**src/rtl/uart_pkg.sv**
```systemverilog
// uart_pkg
// Shared definitions for the UART transmit path: the arbiter state encoding
// and the default byte width also used by the uart_tx serializer.
package uart_pkg;

  // Default character width, kept in step with uart_tx's DBIT.
  localparam int DBIT_DEFAULT = 8;

  // IDLE : waiting for any requester
  // START: one-cycle tx_start strobe to the serializer
  // WAIT : byte on the wire, waiting for tx_done_tick
  // LOCK : mid-packet, only the granted requester may continue
  typedef enum logic [1:0] {
    IDLE  = 2'd0,
    START = 2'd1,
    WAIT  = 2'd2,
    LOCK  = 2'd3
  } arb_state_t;

endpackage

```
**src/rtl/uart_tx_arbiter_rr_pick.sv**
```systemverilog
// rr_pick
// Combinational round-robin priority picker. Scans req starting one past
// ptr and wrapping modulo N; the first set bit wins.
// Ports:
//   req   : request vector, one bit per requester
//   ptr   : index of the most recent winner (lowest priority this round)
//   found : at least one request is set
//   idx   : index of the winning request (0 when found is low)
module rr_pick #(
  parameter int N  = 4,
  parameter int IW = (N > 1) ? $clog2(N) : 1
) (
  input  logic [N-1:0]  req,
  input  logic [IW-1:0] ptr,
  output logic          found,
  output logic [IW-1:0] idx
);

  // Walk from the farthest position back to the nearest so that the
  // nearest requester after ptr is the last (and therefore final) write.
  always_comb begin
    int j;
    found = 1'b0;
    idx   = '0;
    j     = 0;
    for (int off = N; off >= 1; off--) begin
      j = (int'(ptr) + off) % N;
      if (req[IW'(j)]) begin
        found = 1'b1;
        idx   = IW'(j);
      end
    end
  end

endmodule

```
**src/rtl/uart_tx_arbiter.sv**
```systemverilog
// uart_tx_arbiter
// Shares one uart_tx serializer between N_REQ byte-stream requesters.
// Round-robin between packets; a byte with req_last=0 keeps the grant
// locked to the same requester for its next byte. A watchdog aborts a
// transfer whose tx_done_tick never arrives, or a locked packet whose
// requester stops supplying bytes.
// Ports:
//   clk, rst_n    : clock, asynchronous active-low reset
//   req_valid     : per-requester byte available
//   req_data      : packed bytes, requester i at [i*DBIT +: DBIT]
//   req_last      : per-requester end-of-packet flag for the offered byte
//   req_ready     : one-hot accept (combinational); transfer on valid&ready
//   tx_start      : one-cycle start strobe to uart_tx
//   tx_din        : byte to uart_tx, stable from START until next accept
//   tx_done_tick  : end-of-frame tick from uart_tx
//   grant_id      : current / most recent granted requester
//   busy          : arbiter is not IDLE
//   err_timeout   : one-cycle pulse on watchdog abort
module uart_tx_arbiter
  import uart_pkg::*;
#(
  parameter int N_REQ   = 4,
  parameter int DBIT    = DBIT_DEFAULT,
  parameter int TIMEOUT = 1048576,
  parameter int TO_W    = $clog2(TIMEOUT)
) (
  input  logic                       clk,
  input  logic                       rst_n,
  input  logic [N_REQ-1:0]           req_valid,
  input  logic [N_REQ*DBIT-1:0]      req_data,
  input  logic [N_REQ-1:0]           req_last,
  output logic [N_REQ-1:0]           req_ready,
  output logic                       tx_start,
  output logic [DBIT-1:0]            tx_din,
  input  logic                       tx_done_tick,
  output logic [$clog2(N_REQ)-1:0]   grant_id,
  output logic                       busy,
  output logic                       err_timeout
);

  localparam int GW = $clog2(N_REQ);
  localparam logic [TO_W-1:0] WDOG_TC = TO_W'(TIMEOUT - 1);

  arb_state_t      state;
  logic            lock;
  logic [TO_W-1:0] wdog;
  logic [GW-1:0]   rr_ptr;

  logic            pick_found;
  logic [GW-1:0]   pick_idx;
  logic [DBIT-1:0] req_byte [N_REQ];
  logic            wdog_tc;

  for (genvar gi = 0; gi < N_REQ; gi++) begin : g_unpack
    assign req_byte[gi] = req_data[gi*DBIT +: DBIT];
  end

  rr_pick #(
    .N  (N_REQ),
    .IW (GW)
  ) u_pick (
    .req   (req_valid),
    .ptr   (rr_ptr),
    .found (pick_found),
    .idx   (pick_idx)
  );

  assign wdog_tc = (wdog == WDOG_TC);

  // Accept strobe. Gated by rst_n so nothing is offered while reset is
  // held, even though the state register already reads IDLE.
  always_comb begin
    req_ready = '0;
    if (rst_n) begin
      case (state)
        IDLE:    if (pick_found) req_ready[pick_idx] = 1'b1;
        LOCK:    if (req_valid[grant_id]) req_ready[grant_id] = 1'b1;
        default: ;
      endcase
    end
  end

  always_ff @(posedge clk or negedge rst_n) begin
    if (!rst_n) begin
      state       <= IDLE;
      tx_start    <= 1'b0;
      tx_din      <= '0;
      grant_id    <= '0;
      busy        <= 1'b0;
      err_timeout <= 1'b0;
      lock        <= 1'b0;
      wdog        <= '0;
      rr_ptr      <= GW'(N_REQ - 1);
    end else begin
      tx_start    <= 1'b0;
      err_timeout <= 1'b0;
      case (state)
        IDLE: begin
          if (pick_found) begin
            grant_id <= pick_idx;
            tx_din   <= req_byte[pick_idx];
            lock     <= ~req_last[pick_idx];
            rr_ptr   <= pick_idx;
            tx_start <= 1'b1;
            busy     <= 1'b1;
            state    <= START;
          end
        end
        START: begin
          wdog  <= '0;
          state <= WAIT;
        end
        WAIT: begin
          // A done tick on the terminal-count cycle still counts as done.
          if (tx_done_tick) begin
            wdog <= '0;
            if (lock) begin
              state <= LOCK;
            end else begin
              state <= IDLE;
              busy  <= 1'b0;
            end
          end else if (wdog_tc) begin
            err_timeout <= 1'b1;
            lock        <= 1'b0;
            busy        <= 1'b0;
            state       <= IDLE;
          end else begin
            wdog <= wdog + 1'b1;
          end
        end
        LOCK: begin
          if (req_valid[grant_id]) begin
            tx_din   <= req_byte[grant_id];
            lock     <= ~req_last[grant_id];
            tx_start <= 1'b1;
            state    <= START;
          end else if (wdog_tc) begin
            err_timeout <= 1'b1;
            lock        <= 1'b0;
            busy        <= 1'b0;
            state       <= IDLE;
          end else begin
            wdog <= wdog + 1'b1;
          end
        end
        default: begin
          state <= IDLE;
          busy  <= 1'b0;
        end
      endcase
    end
  end

endmodule

```
**config.mk**
```make
export PLATFORM = sky130hd
export DESIGN_NAME = uart_tx_arbiter
export DESIGN_NICKNAME = d
export VERILOG_FILES = /design/src/rtl/uart_pkg.sv /design/src/rtl/uart_tx_arbiter_rr_pick.sv /design/src/rtl/uart_tx_arbiter.sv
export SDC_FILE = /design/constraint.sdc
export NUM_CORES = 1
export LEC_CHECK = 0
export CAP_MARGIN = 15
export CORE_MARGIN = 1.5
export CORE_UTILIZATION = 35
export CTS_CLUSTER_SIZE = 16
export DETAILED_ROUTE_END_ITERATION = 8
export PLACE_DENSITY = 0.57
export SLEW_MARGIN = 20
export SYNTH_ARGS = -nofsm -noshare
export SYNTH_HDL_FRONTEND = slang
export SYNTH_SLANG_ARGS = --single-unit
export TNS_END_PERCENT = 10
```
**constraint.sdc**
```tcl
create_clock -name clk -period 2.9 [get_ports clk]
set_clock_uncertainty 0.2 [all_clocks]
set_input_delay 0.58 -clock clk [delete_from_list [all_inputs] [get_ports clk]]
set_output_delay 0.58 -clock clk [all_outputs]
set_load 0.05 [all_outputs]
```
* Word-level counts from Yosys, hierarchy flattened
Cells that the tools add are included.
** Storage, ports and cells
- Bits of input ports :: 43
- Logic and storage cells :: 119
- Register bits :: 38
- Output and inout port bits :: 17
** Operators by class
- Reduce and logical (&&, ||, !) cells :: 11
- $lt $le $gt $ge :: 10
- Bitwise gates (word level) :: 4
- Muxes and demuxes :: 71
- Eq/ne operators :: 9
- Add/sub/neg operators :: 5
** Operators with widths (number)
- $mux 20 :: 3
- $pmux 20 s3 :: 1
- $mux 8 :: 6
- $bmux 8 s2 :: 2
- $mux 1 :: 31
- $add 20x1->20 const B :: 1
- $eq 20x20->1 const B :: 1
- $mux 2 :: 9
- $lt 2x4->1 const B :: 4
- $pmux 8 s2 :: 1
- $bmux 1 s2 :: 7
- $mux 4 :: 3
- $ne 2x2->1 const B :: 4
- $pmux 2 s4 :: 1
- $pmux 4 s2 :: 1
- $ge 3x3->1 const B :: 2
- $lt 2x3->1 const B :: 2
- $not 2->3 :: 2
- $pmux 1 s3 :: 2
- $reduce_and 3->1 :: 2
- $reduce_bool 3->1 :: 2
- $add 2x1->2 const B :: 2
- $add 2x2->2 const B :: 2
- $demux 1 s2 :: 2
- 11 further kinds :: 17

* Longest topological paths before layout
- Depth after elaboration :: 15
- Mapped depth :: 10
- Mapped depth without buffers :: 8

* Hierarchy
Synthesis repeated with hierarchy kept, for this count alone.
** Second synthesis, totals
- Cell total of the unflattened synthesis :: 270
- Area, all modules :: 2768.9 µm²
** Modules (own cells, without submodules)
- uart_tx_arbiter :: instances 1, cells each 256, seq. area each 953.4 µm², area each 2677.6 µm²
- rr_pick :: instances 1, cells each 14, seq. area each 0.0 µm², area each 91.3 µm²

* Worst setup path before layout
OpenSTA, ideal clock, no wires.
- Kind :: input to output
- Start :: input port req_valid[3]
- End :: output port req_ready[3]
- Arrival time :: 2.502 ns
- Path slack :: -0.382 ns
- Data required time :: 2.120 ns
- Stages :: 7
- Path buffers :: 2
- Cell sequence :: clkbuf_1 nand2_1 a31o_2 nor2_2 buf_2 nand3_1 a21oi_1
** Between the ends
- Longest elaborated chain between the ends :: 14
- Elaborated cells between the ends (all ways) :: 31
- Classes of those cells :: 2 x order compare; 28 x mux; 1 x reduce/logical
** RTL lines
- from (decl) :: RTL line uart_tx_arbiter.sv:29 : input logic [N_REQ-1:0] req_valid,
- $bmux 1 s2 :: RTL line uart_tx_arbiter_rr_pick.sv:28 : if (req[IW'(j)]) begin
- $mux 1 (implied by the code) (2 in a row) :: RTL line uart_tx_arbiter_rr_pick.sv:28
- $mux 2 (4 in a row) :: RTL line uart_tx_arbiter_rr_pick.sv:28
- $lt 2x3->1 (implied by the code) or $ge 2x1->1 (tied branches) :: RTL line uart_tx_arbiter.sv:76 : IDLE: if (pick_found) req_ready[pick_idx] = 1'b1;
- $logic_and 1x1->1 (implied by the code) :: RTL line uart_tx_arbiter.sv:76
- $mux 1 (implied by the code) :: RTL line uart_tx_arbiter.sv:76
- $demux 1 s2 :: RTL line uart_tx_arbiter.sv:76
- $mux 4 :: RTL line uart_tx_arbiter.sv:76
- $pmux 4 s2 (*) :: RTL line uart_tx_arbiter.sv:75 : case (state)
- $mux 4 (*) :: RTL line uart_tx_arbiter.sv:74 : if (rst_n) begin
- to (decl) :: RTL line uart_tx_arbiter.sv:32 : output logic [N_REQ-1:0] req_ready,
Every way passes the cells marked *; elsewhere a longest branch is shown, timed or not. The select of a mux whose other input is x is not followed.

* Final worst setup path
- Start :: register rr_ptr[1]
- End :: output port req_ready[0]
** Between the ends
- Longest elaborated chain between the ends :: 15
- Elaborated cells between the ends (all ways) :: 32
- Classes of those cells :: 4 x add/sub; 2 x order compare; 25 x mux; 1 x reduce/logical
** RTL lines
- from (decl) :: RTL line uart_tx_arbiter.sv:47 : logic [GW-1:0] rr_ptr;
- from (signal assigned) :: RTL line uart_tx_arbiter.sv:93 : rr_ptr <= GW'(N_REQ - 1);
- from (signal assigned) :: RTL line uart_tx_arbiter.sv:103 : rr_ptr <= pick_idx;
- $add 2x1->2 :: RTL line uart_tx_arbiter_rr_pick.sv:27 : j = (int'(ptr) + off) % N;
- $bmux 1 s2 :: RTL line uart_tx_arbiter_rr_pick.sv:28
- $mux 1 (implied by the code) (2 in a row) :: RTL line uart_tx_arbiter_rr_pick.sv:28
- $mux 2 (4 in a row) :: RTL line uart_tx_arbiter_rr_pick.sv:28
- $lt 2x3->1 (implied by the code) or $ge 2x1->1 (tied branches) :: RTL line uart_tx_arbiter.sv:76
- $logic_and 1x1->1 (implied by the code) :: RTL line uart_tx_arbiter.sv:76
- $mux 1 (implied by the code) :: RTL line uart_tx_arbiter.sv:76
- $demux 1 s2 :: RTL line uart_tx_arbiter.sv:76
- $mux 4 (*) :: RTL line uart_tx_arbiter.sv:76
- $pmux 4 s2 (*) :: RTL line uart_tx_arbiter.sv:75
- $mux 4 (*) :: RTL line uart_tx_arbiter.sv:74
Marks and branches as above.

==> out/results.tsv <==
stage	metric	value	unit
timing	period utilisation layout	0.968	
setup_path	worst r2r path cells	7	
setup_path	r2r setup slk	0.53	ns
setup_path	CP arrival	2.03	ns
grt	largest net degree at the start of global routing	39	
grt	Remaining Overflow, GRT	0	
cts	CTS max path bufs	2	
placement	GPL Wtd Cong	0.819	
job	Max Cap Viol	0	
cts	total CTS buffers	5	
die	Die ar.	8490	sq um
setup_path	Req. time, crit path	2.12	ns
synthesis	post-synthesis xor/xnor area fraction	0.0409	
timing	Worst slew margin	0.608	
setup_path	Bufs and invs on worst path	1	
die	Die X	92.2	um
placement	IO Port Bufs	59	
setup_path	Crit Path Class	reg2out	
power_and_ir_drop	PD cells	910	nW/um^2
setup_path	crit path launch type	register	
die	height of the chip	92.2	um
route	initial DRC count	51	
die	Rows	32	
layout	Area growth, synth to finish	36.3	%
die	starting density of the core	0.360	
cts	CTS tree	yes	
synthesis	Synth Area in Compound Gates	0.149	
timing	Final setup viols	0	
timing	Max Freq	0.356	GHz
layout	antenna fix cells	0	
grt	vias in the first global route	2501	
setup_path	CP Cell Sequence	mux2i_1, o22a_1, o21ai_4, o32a_1, nor2_1, buf_6	
synthesis	largest family of logic cells by synthesized area	simple AND/OR/NAND/NOR gates	
route	Final ANT Viol Nets	0	
synthesis	syn avg cell area	9.24	sq um
synthesis	top-area cell type share of the netlist area	0.324	
cts	Post-CTS Hold Fix Bufs	0	
timing	minimum clock period	2.81	ns
timing	pins over their slew limit	0	
route	drt pass-1 iters	4	
cts	Clock Latency Late Sink	0.29	ns
synthesis	most common cell in the netlist	nor2_1	
grt	Total Routing Usage GR	0.181	
grt	first-pass GRT wire length	12200	um
synthesis	flops & latches, synth	38	
setup_path	Worst R2R Start	rr_ptr[1]	
synthesis	Yosys top cell by area	dfrtp_1	
layout	fin cells	480	
setup_path	CP max FO	7	
synthesis	Yosys warnings	0	
route	via total after detailed routing	2531	
synthesis	simple-gate area share of the yosys netlist	0.224	
layout	utilization after layout	0.491	
layout	final instance area	3790	sq um
cts	H-tree levels	2	
synthesis	synthesized-area fraction occupied by adder cells	0.0225	
synthesis	Synth area leaders	dfrtp_1 (32%), mux2i_1 (9.0%), mux4_2 (6.5%), nor2_1 (5.0%), nand2_1 (4.9%)	
power_and_ir_drop	VDD IR max	452	uV
timing	slew at the pin with the worst max-slew slack	0.586	ns
timing	RSZ-0062 raised after global routing	false	
power_and_ir_drop	static leakage	1.58	nW
layout	Fill cells	731	
synthesis	register area share after synthesis	0.343	
timing	final hold viol count	0	
setup_path	Crit path largest cell delay	0.61	ns
outcome	outcome	finished clean	
route	routed wire length	7120	um
timing	final setup margin	0.0937	ns
synthesis	EDFF count, synth	0	
cts	CTS sink count	38	
cts	Root Driver	clkbuf_8	
synthesis	Mapped Area	2780	sq um
setup_path	critical path's slowest cell	dfstp_2	
setup_path	Worst Setup SP	rr_ptr[1]	
synthesis	commonest cells in the netlist	nor2_1 (37), dfrtp_1 (36), nand2_1 (36)	
hold_path	Tightest Hold Check Type	in2async	
setup_path	CP Capture Type	output port	
placement	dpl hpwl	5320	um
placement	placed cells	471	
synthesis	mux contribution to synthesized area	0.184	
die	core area	7730	sq um
synthesis	syn nets	349	
route	Vias per Instance	5.27	
route	WL/cell	14.8	um
setup_path	Worst path top cell family by delay	flip-flops	
setup_path	Levels on crit path	6	
synthesis	Most used DFF post-synth	dfrtp_1	
synthesis	FFs w/ async S/R, synth	1.00	
cts	clock slew at reported path FFs	0.08	ns
timing	TNS Setup	0	ns
layout	layout cells sized above 1	0.185	
synthesis	Yosys cell types	56	
layout	Final #Nets	425	
die	I/O Pins	60	
synthesis	Post-Syn Instances	301	
route	DR DRC count	0	
placement	Setup WS pre-CTS	-0.171	ns
placement	placed instance area	3640	sq um
grt	initial antenna violation count	0	
==> metal layers <==
metal | track usage | routed length (um)
met1 | 0.247 | 3490
met2 | 0.284 | 3230
met3 | 0.0473 | 352
met4 | 0.0423 | 56
met5 | 0 | 0
==> what timing repair did <==
action / 4_1_cts / 5_1_grt
gates resized for setup: 15 / 3
pin swaps: 3 / 1
endpoints found under the hold margin: 0 / 0
cloned: 0 / 0
buffers inserted: 0 / 1
setup endpoints to repair: 4 / 4
==> report_power, final <==
| part | total, mW | internal (mW) | switching [mW] | leakage, nW |
|---|---|---|---|---|
| sequential | 0.797 | 0.676 | 0.121 | 0.493 |
| clock | 0.388 | 0.191 | 0.197 | 0.0472 |
| combinational | 2.27 | 1.00 | 1.26 | 1.04 |
| total | 3.45 | 1.87 | 1.58 | 1.58 |
==> stage by stage <==
step | total power [mW] | hold slack (ns)
detailed placement | 3.03 | 0.285
CTS | 3.46 | 0.181
global route | 3.72 | 0.202
floorplan | 2.32 | 0.0844
global placement | 3.01 | 0.294
finish | 3.45 | 0.159
==> sequential cells by signal, summed over array words and instances (netlist names) <==
register and count:
lock 1, busy 1, grant_id 2, wdog 20, tx_start 1, tx_din 8, rr_ptr 2, state 2
err_timeout 1
==> kinds of logic (layout without fill, tap and decap cells) <==
kind of cell,Yosys count,count (layout)
simple gates,132,132
compound gates,54,54
flops,38,38
mux,37,37
buf+inv,22,99
xor+xnor,13,13
fa+ha+maj,5,5
==> cell usage in the layout (no fill, tap or decap), drive strengths merged, types with 6 or more instances in the layout <==
| cell | synthesis | routed |
|---|---|---|
| a21oi | 15 | 15 |
| nand2 | 36 | 36 |
| clkdlybuf4s50 | 0 | 50 |
| mux2i | 25 | 25 |
| clkbuf | 10 | 6 |
| nor3 | 8 | 8 |
| dfrtp | 36 | 36 |
| nor2 | 38 | 38 |
| nand4 | 7 | 7 |
| o21ai | 9 | 9 |
| a221o | 8 | 8 |
| buf | 7 | 32 |
| mux4 | 10 | 10 |
| nand3 | 16 | 16 |
| xor2 | 8 | 8 |
==> worst paths after layout <==
| check | end |
|---|---|
| worst max-delay path | req_ready[0] |
| worst min-delay path | state[0] |
| worst max register to register | tx_din[5] |
| worst min register to register | rr_ptr[0] |
| max in group asynchronous | rr_ptr[1] |
| min in group clk | rr_ptr[0] |
==> layout make-up <==
type | count | area, sq um | share of cell area
Clock inverter | 2 | 12.5 | 0.00330
Tap cell | 102 | 128 | 0.0337
Clock buffer | 6 | 82.6 | 0.0218
Multi-Input combinational cell | 241 | 1780 | 0.470
Sequential cell | 38 | 953 | 0.251
Inverter | 5 | 18.8 | 0.00495
Timing Repair Buffer | 86 | 813 | 0.214
==> worst register-to-register path, stage by stage, from the launching register on <==
cell and delay (ns):
dfstp_2 0.61, nand2b_1 0.14, a21boi_2 0.08, o21ai_4 0.22, buf_4 0.33, mux2i_1 0.26
mux2i_1 0.10, a221o_1 0.32
Power figures use the tool's default switching activity.
